`src/rtl/fetch_unit.sv`:
```
// RV32I instruction-fetch stage with IF/ID register and one-entry skid buffer.
// Single outstanding request on a req/gnt/rvalid instruction-memory port.
module fetch_unit #(
    parameter logic [31:0] RESET_PC  = 32'h0000_0000,
    parameter logic [31:0] NOP_INSTR = 32'h0000_0013
) (
    input  logic        clk,
    input  logic        rst_n,
    input  logic        StallPC,
    input  logic        StallF,
    input  logic        FlushF,
    input  logic        PCSrcE,
    input  logic [31:0] PCTargetE,
    output logic        imem_req_o,
    output logic [31:0] imem_addr_o,
    input  logic        imem_gnt_i,
    input  logic        imem_rvalid_i,
    input  logic [31:0] imem_rdata_i,
    output logic [31:0] InstrD,
    output logic [31:0] PCD,
    output logic [31:0] PCPlus4D,
    output logic        ValidD
);

    typedef enum logic [1:0] {
        S_REQ,
        S_WAIT,
        S_KILL
    } state_t;

    state_t      state;
    state_t      state_nx;
    logic [31:0] pcf;
    logic [31:0] pcf_nx;
    logic [31:0] req_pc;
    logic        skid_valid;
    logic [31:0] skid_instr;
    logic [31:0] skid_pc;
    logic        live;
    logic        consume;
    logic        issue;
    logic        hs;

    always_comb begin
        live     = (state == S_WAIT) && imem_rvalid_i;
        consume  = live && !StallF && !FlushF;
        issue    = rst_n && !StallPC && !PCSrcE && !skid_valid
                   && ((state == S_REQ) || consume);
        hs       = issue && imem_gnt_i;
        state_nx = state;
        pcf_nx   = pcf;
        if (PCSrcE) begin
            pcf_nx = {PCTargetE[31:2], 2'b00};
            // An outstanding request that returns this very cycle is done.
            if ((state != S_REQ) && !imem_rvalid_i) begin
                state_nx = S_KILL;
            end else begin
                state_nx = S_REQ;
            end
        end else if (hs) begin
            state_nx = S_WAIT;
            pcf_nx   = pcf + 32'd4;
        end else if ((state != S_REQ) && imem_rvalid_i) begin
            state_nx = S_REQ;
        end
    end

    assign imem_req_o  = issue;
    assign imem_addr_o = pcf;

    always_ff @(posedge clk or negedge rst_n) begin
        if (!rst_n) begin
            state  <= S_REQ;
            pcf    <= RESET_PC;
            req_pc <= 32'h0;
        end else begin
            state <= state_nx;
            pcf   <= pcf_nx;
            if (hs) begin
                req_pc <= pcf;
            end
        end
    end

    always_ff @(posedge clk or negedge rst_n) begin
        if (!rst_n) begin
            skid_valid <= 1'b0;
            skid_instr <= 32'h0;
            skid_pc    <= 32'h0;
        end else if (PCSrcE || FlushF) begin
            skid_valid <= 1'b0;
        end else if (live && StallF) begin
            skid_valid <= 1'b1;
            skid_instr <= imem_rdata_i;
            skid_pc    <= req_pc;
        end else if (!StallF) begin
            skid_valid <= 1'b0;
        end
    end

    always_ff @(posedge clk or negedge rst_n) begin
        if (!rst_n) begin
            ValidD   <= 1'b0;
            InstrD   <= NOP_INSTR;
            PCD      <= 32'h0;
            PCPlus4D <= 32'h0;
        end else if (FlushF) begin
            ValidD   <= 1'b0;
            InstrD   <= NOP_INSTR;
            PCD      <= 32'h0;
            PCPlus4D <= 32'h0;
        end else if (!StallF) begin
            if (skid_valid) begin
                ValidD   <= 1'b1;
                InstrD   <= skid_instr;
                PCD      <= skid_pc;
                PCPlus4D <= skid_pc + 32'd4;
            end else if (live) begin
                ValidD   <= 1'b1;
                InstrD   <= imem_rdata_i;
                PCD      <= req_pc;
                PCPlus4D <= req_pc + 32'd4;
            end else begin
                ValidD   <= 1'b0;
                InstrD   <= NOP_INSTR;
                PCD      <= 32'h0;
                PCPlus4D <= 32'h0;
            end
        end
    end

endmodule

```
`config.mk`:
```
export PLATFORM = sky130hd
export DESIGN_NAME = fetch_unit
export DESIGN_NICKNAME = d
export VERILOG_FILES = /design/src/rtl/fetch_unit.sv
export SDC_FILE = /design/constraint.sdc
export NUM_CORES = 1
export LEC_CHECK = 0
export BUFFER_PORTS_ARGS = -buffer_cell sky130_fd_sc_hd__clkbuf_2
export CORE_ASPECT_RATIO = 2
export CORE_MARGIN = 2
export CORE_UTILIZATION = 56
export CTS_CLUSTER_DIAMETER = 80
export CTS_CLUSTER_SIZE = 14
export DETAILED_ROUTE_END_ITERATION = 10
export MAX_ROUTING_LAYER = met4
export PLACE_DENSITY = 0.81
export SLEW_MARGIN = 20
export SYNTH_ARGS = -nofsm -noshare
export SYNTH_HDL_FRONTEND = slang
export SYNTH_SLANG_ARGS = --single-unit
```
`constraint.sdc`:
```
create_clock -name clk -period 2.5 [get_ports clk]
set_input_delay 0.5 -clock clk [delete_from_list [all_inputs] [get_ports clk]]
set_output_delay 0.5 -clock clk [all_outputs]
set_load 0.005 [all_outputs]
```
==> impl_metrics.toml, run 1 <==
[status]
status = "finished, final reports clean"

[die]
die_w_um = 101
die-area_um2 = 20000
num_io_pins = 202
die_h_um = 198
start_util = 0.566
fp-row-count = 71
coreArea_um2 = 18700

[global_route]
antenna_found_initial = 0
grt_max_degree = 114
track_usage = 0.301
gr-total-overflow = 0
grt_pass1_vias = 9020
grt_pass1_wl_um = 46400

[worst_setup_path]
cp.buffers_inverters = 1
crit_chain = "or4b_1, a211oi_2, clkbuf_2"
critPathSlowestCell = "or4b_1"
critPathMaxStageDelay_ns = 0.57
crit_family = "simple AND/OR/NAND/NOR gates"
endpoint_kind = "output port"
startpoint_type = "flip-flop"
cp.required_ns = 2.00
cp.arrival_ns = 1.86
path_max_fanout = 3
worstSetupPathType = "reg2out"

[sta]
period_share = 0.943
fin_crit_ns = 2.36
fmax_ghz = 0.424
rsz0062_at_grt = "no"
finalHoldViolations = 0
finalSetupTns_ns = 0
slew_violations = 0
setup_viol = 0
skew_ns = 0.0120
max_slew_margin = 0.458
tightest_slew_ns = 0.814

[route]
wl_per_cell_um = 20.0
drc = 0
num_vias = 9057
totalWireLength_um = 29100
drt_iter0_drc = 688
postRouteAntennaNets = 0
via_per_inst = 6.23
firstDrtPassIters = 9

[power_and_ir_drop]
p_leak_nw = 6.07
power_mw = 7.76
pwr_density_cell_nw_per_um2 = 623
irDropWorstVdd_v = 0.000576

[cells_and_area]
area_delta_synth_final_pct = 17.9
layout.nets = 1305
final_cell_mix = "215 x dfrtp_1, 196 x clkbuf_2, 183 x nand2_1"
final_cells = 1454
drive_gt1_frac = 0.274
multiInputGateArea_um2 = 4630
fill_cells = 1505
seqCellArea_um2 = 5490
final_common_cell = "dfrtp_1"
antenna_cells = 0
finalCoreUtilization = 0.668

[clocking]
cts_root_buf = "clkbuf_16"
clock_latency_ns = 0.49
clk_pin_slew_ns = 0.07
postCtsHoldBufs = 0
tritoncts = "yes"
cts_sinks = 219
cts-buffers-inserted = 19
htree_levels = 1
cts_buffer_depth = 3

[yosys]
synth_top_area_frac = 0.512
async_flop_share = 1.00
ys.flop_type = "dfrtp_1"
synth_area_leader_cell = "dfrtp_1"
postSynthCellCount = 1044
synth_cell_types = 54
yosysWarnings = 0
synth_area_per_cell_um2 = 10.1
yosys-top-cells-area = "dfrtp_1 51%, nand2_1 6.5%, mux2_2 6.5%, o21ai_0 3.0%, xnor2_1 2.8%"
synth_edf_count = 0
ys_seq_area_frac = 0.519
syn_area_um2 = 10600
ys_seq_elements = 219

[placed_design]
portBuffers = 197
dp_cells = 1428
gp_congestion = 0.921
place_hpwl_um = 20800

[worst_hold_path]
min_path_type = "in2async"

[flow_run]
drv_cap = 0
==> registers in the layout (all words and copies together), names as in the netlist, 2 cells and up <==
register / cells
InstrD: 32
PCD: 31
imem_addr_o: 30
skid_instr: 32
state: 2
req_pc: 30
PCPlus4D: 30
skid_pc: 30
==> power breakdown <==
group / internal [mW] / switching [mW]
combinational: 0.430 / 0.529
sequential: 3.81 / 0.382
clock: 1.38 / 1.23
total: 5.62 / 2.14
==> per-layer routing <==
metal / up-vias / GRT usage / wire, µm / share of wire
met5: - / - / 0 / 0
met4: 0 / 0.170 / 1760 / 0.060
met3: 113 / 0.0339 / 1710 / 0.059
met2: 413 / 0.507 / 15400 / 0.53
met1: 4432 / 0.345 / 10200 / 0.35
li1: 4099 / - / - / -
==> cells in the mapped netlist (2+ instances only) <==
cell	instances
dfrtp_1	216
nand2_1	183
clkbuf_1	63
o21ai_0	63
mux2_2	61
nand3_1	47
inv_1	38
xnor2_1	34
mux2i_1	29
a222oi_1	28
nand4_1	25
nor3_1	25
nor2_1	21
a21oi_1	18
nor2b_1	18
xor2_1	18
a221oi_1	13
a221o_1	11
o211ai_1	11
and3_1	10
nor4_1	10
or3_1	10
or4_1	10
a22oi_1	7
and2_1	7
and4_1	7
buf_1	6
buf_2	6
buf_4	6
o311ai_0	6
o31ai_1	6
dfstp_2	3
ha_1	3
a31o_2	2
a41oi_1	2
nand3b_1	2
o221ai_1	2
==> path summary, 6_finish.rpt <==
| kind | cells past startpoint | endpoint | slack (ns) | from |
|---|---|---|---|---|
| max in group asynchronous | 3 | req_pc[28] | 1.08 | rst_n |
| hold / removal | 2 | InstrD[29] | 0.15 | rst_n |
| hold reg to reg | 2 | PCD[24] | 0.48 | PCD[24] |
| setup reg to reg | 7 | imem_addr_o[12] | 0.24 | state[1] |
| min in group clk | 3 | imem_addr_o[11] | 0.22 | PCTargetE[11] |
| setup / recovery | 3 | imem_req_o | 0.14 | state[1] |
==> area by class of cell <==
cell class / count / area share
clock buffers: 25 / 0.0400
inverters: 38 / 0.0114
flip-flops and latches: 219 / 0.440
clock inverters: 1 / 0.000603
multi-input cells: 707 / 0.372
repair buffers: 245 / 0.114
well taps: 219 / 0.0220
==> what timing repair did <==
action	4_1_cts	5_1_grt
endpoints found under the setup margin	0	1
buffers inserted	0	0
resized for setup	0	1
hold endpoints to repair	0	0
==> stage by stage <==
step	hold WS [ns]	setup slack, ns	area [µm²]
2_1_floorplan	0.204	0.0870	10600
3_3_place_gp	0.459	0.0488	11900
3_5_place_dp	0.470	-0.0168	11900
4_1_cts	0.177	0.0716	12500
5_1_grt	0.204	0.0612	12500
6_report	0.148	0.143	12500
==> cell families (layout without fill, tap and decap cells) <==
kind of cell               after synthesis  in the layout  share of synthesized area
AOI/OAI and AO/OA                      178            178                      0.122
xor gates and xnor gates                52             52                     0.0431
adders and majority gates                3              3                    0.00355
buffers and inverters                  119            309                     0.0451
DFF                                    219            219                      0.519
muxes                                   90             90                     0.0925
other                                    1              2                   0.000355
and+or+nand+nor                        382            382                      0.174
No activity file was read; power rests on OpenSTA's default activity.
==> run 2: changes to the inputs <==
--- a/config.mk
+++ b/config.mk
@@ -6,14 +6,16 @@
 export NUM_CORES = 1
 export LEC_CHECK = 0
 export BUFFER_PORTS_ARGS = -buffer_cell sky130_fd_sc_hd__clkbuf_2
+export CELL_PAD_IN_SITES_DETAIL_PLACEMENT = 1
+export CELL_PAD_IN_SITES_GLOBAL_PLACEMENT = 1
 export CORE_ASPECT_RATIO = 2
 export CORE_MARGIN = 2
-export CORE_UTILIZATION = 56
-export CTS_CLUSTER_DIAMETER = 80
+export CORE_UTILIZATION = 43
+export CTS_CLUSTER_DIAMETER = 60
 export CTS_CLUSTER_SIZE = 14
 export DETAILED_ROUTE_END_ITERATION = 10
 export MAX_ROUTING_LAYER = met4
-export PLACE_DENSITY = 0.81
+export PLACE_DENSITY_LB_ADDON = 0.1
 export SLEW_MARGIN = 20
 export SYNTH_ARGS = -nofsm -noshare
 export SYNTH_HDL_FRONTEND = slang
==> impl_metrics.toml, run 2 (synthesis gave the netlist of run 1 again) <==
[worst_setup_path]
startpoint_type = "flip-flop"
endpoint_kind = "output port"
critPathSlowestCell = "or4b_1"
critPathMaxStageDelay_ns = 0.56
worstSetupPathType = "reg2out"
path_max_fanout = 3
crit_chain = "or4b_1, a211oi_1, clkbuf_2"
cp.arrival_ns = 1.92
cp.required_ns = 2.00

[clocking]
postCtsHoldBufs = 0
ctsResizeCount = 0
clock_latency_ns = 0.51
cts_sinks = 219
tritoncts = "yes"
clk_pin_slew_ns = 0.07
post_cts_buffers = 0
cts_buffer_depth = 3
cts_root_buf = "clkbuf_16"
htree_levels = 1
cts-buffers-inserted = 19

[cells_and_area]
area_delta_synth_final_pct = 19.5
multiInputGateArea_um2 = 4640
drive_gt1_frac = 0.280
layout.nets = 1314
antenna_cells = 0
seqCellArea_um2 = 5490
final_common_cell = "dfrtp_1"
final_cell_area_um2 = 12600
final_cell_mix = "215 x dfrtp_1, 196 x clkbuf_2, 183 x nand2_1"
reg_top3 = "InstrD: 32 flops, skid_instr: 32 flops, PCD: 31 flops"
fill_cells = 2788

[global_route]
grtUsageMet2 = 0.474
grt_pass1_vias = 9413
grt-busiest-layer = "met2"
met1_usage = 0.299
track_usage = 0.267
grt_use_met3 = 0.0274
gr-total-overflow = 0
grt_max_degree = 132
antenna_found_initial = 0
grt_pass1_wl_um = 52400

[route]
postRouteAntennaNets = 0
drc = 0
firstDrtPassIters = 6
num_vias = 8991
totalWireLength_um = 33200
wl_per_cell_um = 21.6
via_per_inst = 5.85
drt_iter0_drc = 480

[sta]
finalHoldViolations = 0
fmax_ghz = 0.413
tightest_slew_ns = 0.886
period_share = 0.969
finalSetupTns_ns = 0
rsz0062_at_grt = "no"
setup_viol = 0
max_slew_margin = 0.409
skew_ns = 0.0189
whs_ns = 0.0189
fin_crit_ns = 2.42
slew_violations = 0

[die]
fp-row-count = 81
die_w_um = 115
num_io_pins = 202
die-area_um2 = 25900
coreArea_um2 = 24300
start_util = 0.434
die_h_um = 226

[placed_design]
portBuffers = 197
post_dp_cell_area_um2 = 12100
gp_congestion = 0.868
place_hpwl_um = 24000

[power_and_ir_drop]
power_mw = 7.98
pwr_density_cell_nw_per_um2 = 632
p_leak_nw = 6.12
irDropWorstVdd_v = 0.000646

[status]
status = "finished, final reports clean"

[flow_run]
drv_cap = 0

[worst_hold_path]
min_path_type = "in2async"
==> run 2: changes by cell type in the layout (fill, tap and decap cells not counted), sizes merged <==
cell,change
clkbuf,+1
inv,+1
buf,+10
==> run 2: path summary, 6_finish.rpt <==
path / depth (start not counted) / startpoint / endpoint / slack (ns)
worst max-delay path: 3 / state[1] / imem_req_o / 0.08
worst min-delay path: 2 / rst_n / req_pc[27] / 0.02
worst max register to register: 6 / state[1] / imem_addr_o[26] / 0.24
worst min register to register: 2 / PCD[12] / PCD[12] / 0.48
max in group asynchronous: 3 / rst_n / skid_valid / 1.24
min in group clk: 2 / imem_rvalid_i / state[1] / 0.18
==> run 2: worst max-delay path: cells and delay by family, from the launching register on <==
kind            cells  cell delay (ns)
flops               1             0.39
simple gates        1             0.56
buf+inv             1             0.17
compound gates      1             0.29
==> run 2: area by class of cell <==
cell class | instances | area share
sequential | 219 | 0.434
multi-input combinational | 707 | 0.368
timing repair buffer | 254 | 0.117
clock buffer | 27 | 0.0400
tap | 290 | 0.0287
inverter | 38 | 0.0113
clock inverter | 2 | 0.00129
==> run 2: per-layer routing <==
layer  part of all wire  wire (µm)
met1               0.38      12500
met2               0.54      17800
met3              0.039       1280
met4              0.048       1580
met5                  0          0
==> run 2: where the power goes <==
| group | leakage [nW] | switching [mW] | internal (mW) | total, mW |
|---|---|---|---|---|
| clock | 0.248 | 1.32 | 1.41 | 2.73 |
| combinational | 2.94 | 0.622 | 0.473 | 1.09 |
| sequential | 2.93 | 0.349 | 3.80 | 4.15 |
==> run 2: through the flow <==
step                instances   util  setup slack (ns)
finish                   1537  0.519            0.0785
global route             1537  0.519            0.0355
CTS                      1537  0.519            0.0582
detailed placement       1508  0.498           -0.0173
global placement         1508  0.497            0.0351
floorplan                1045      -            0.0870
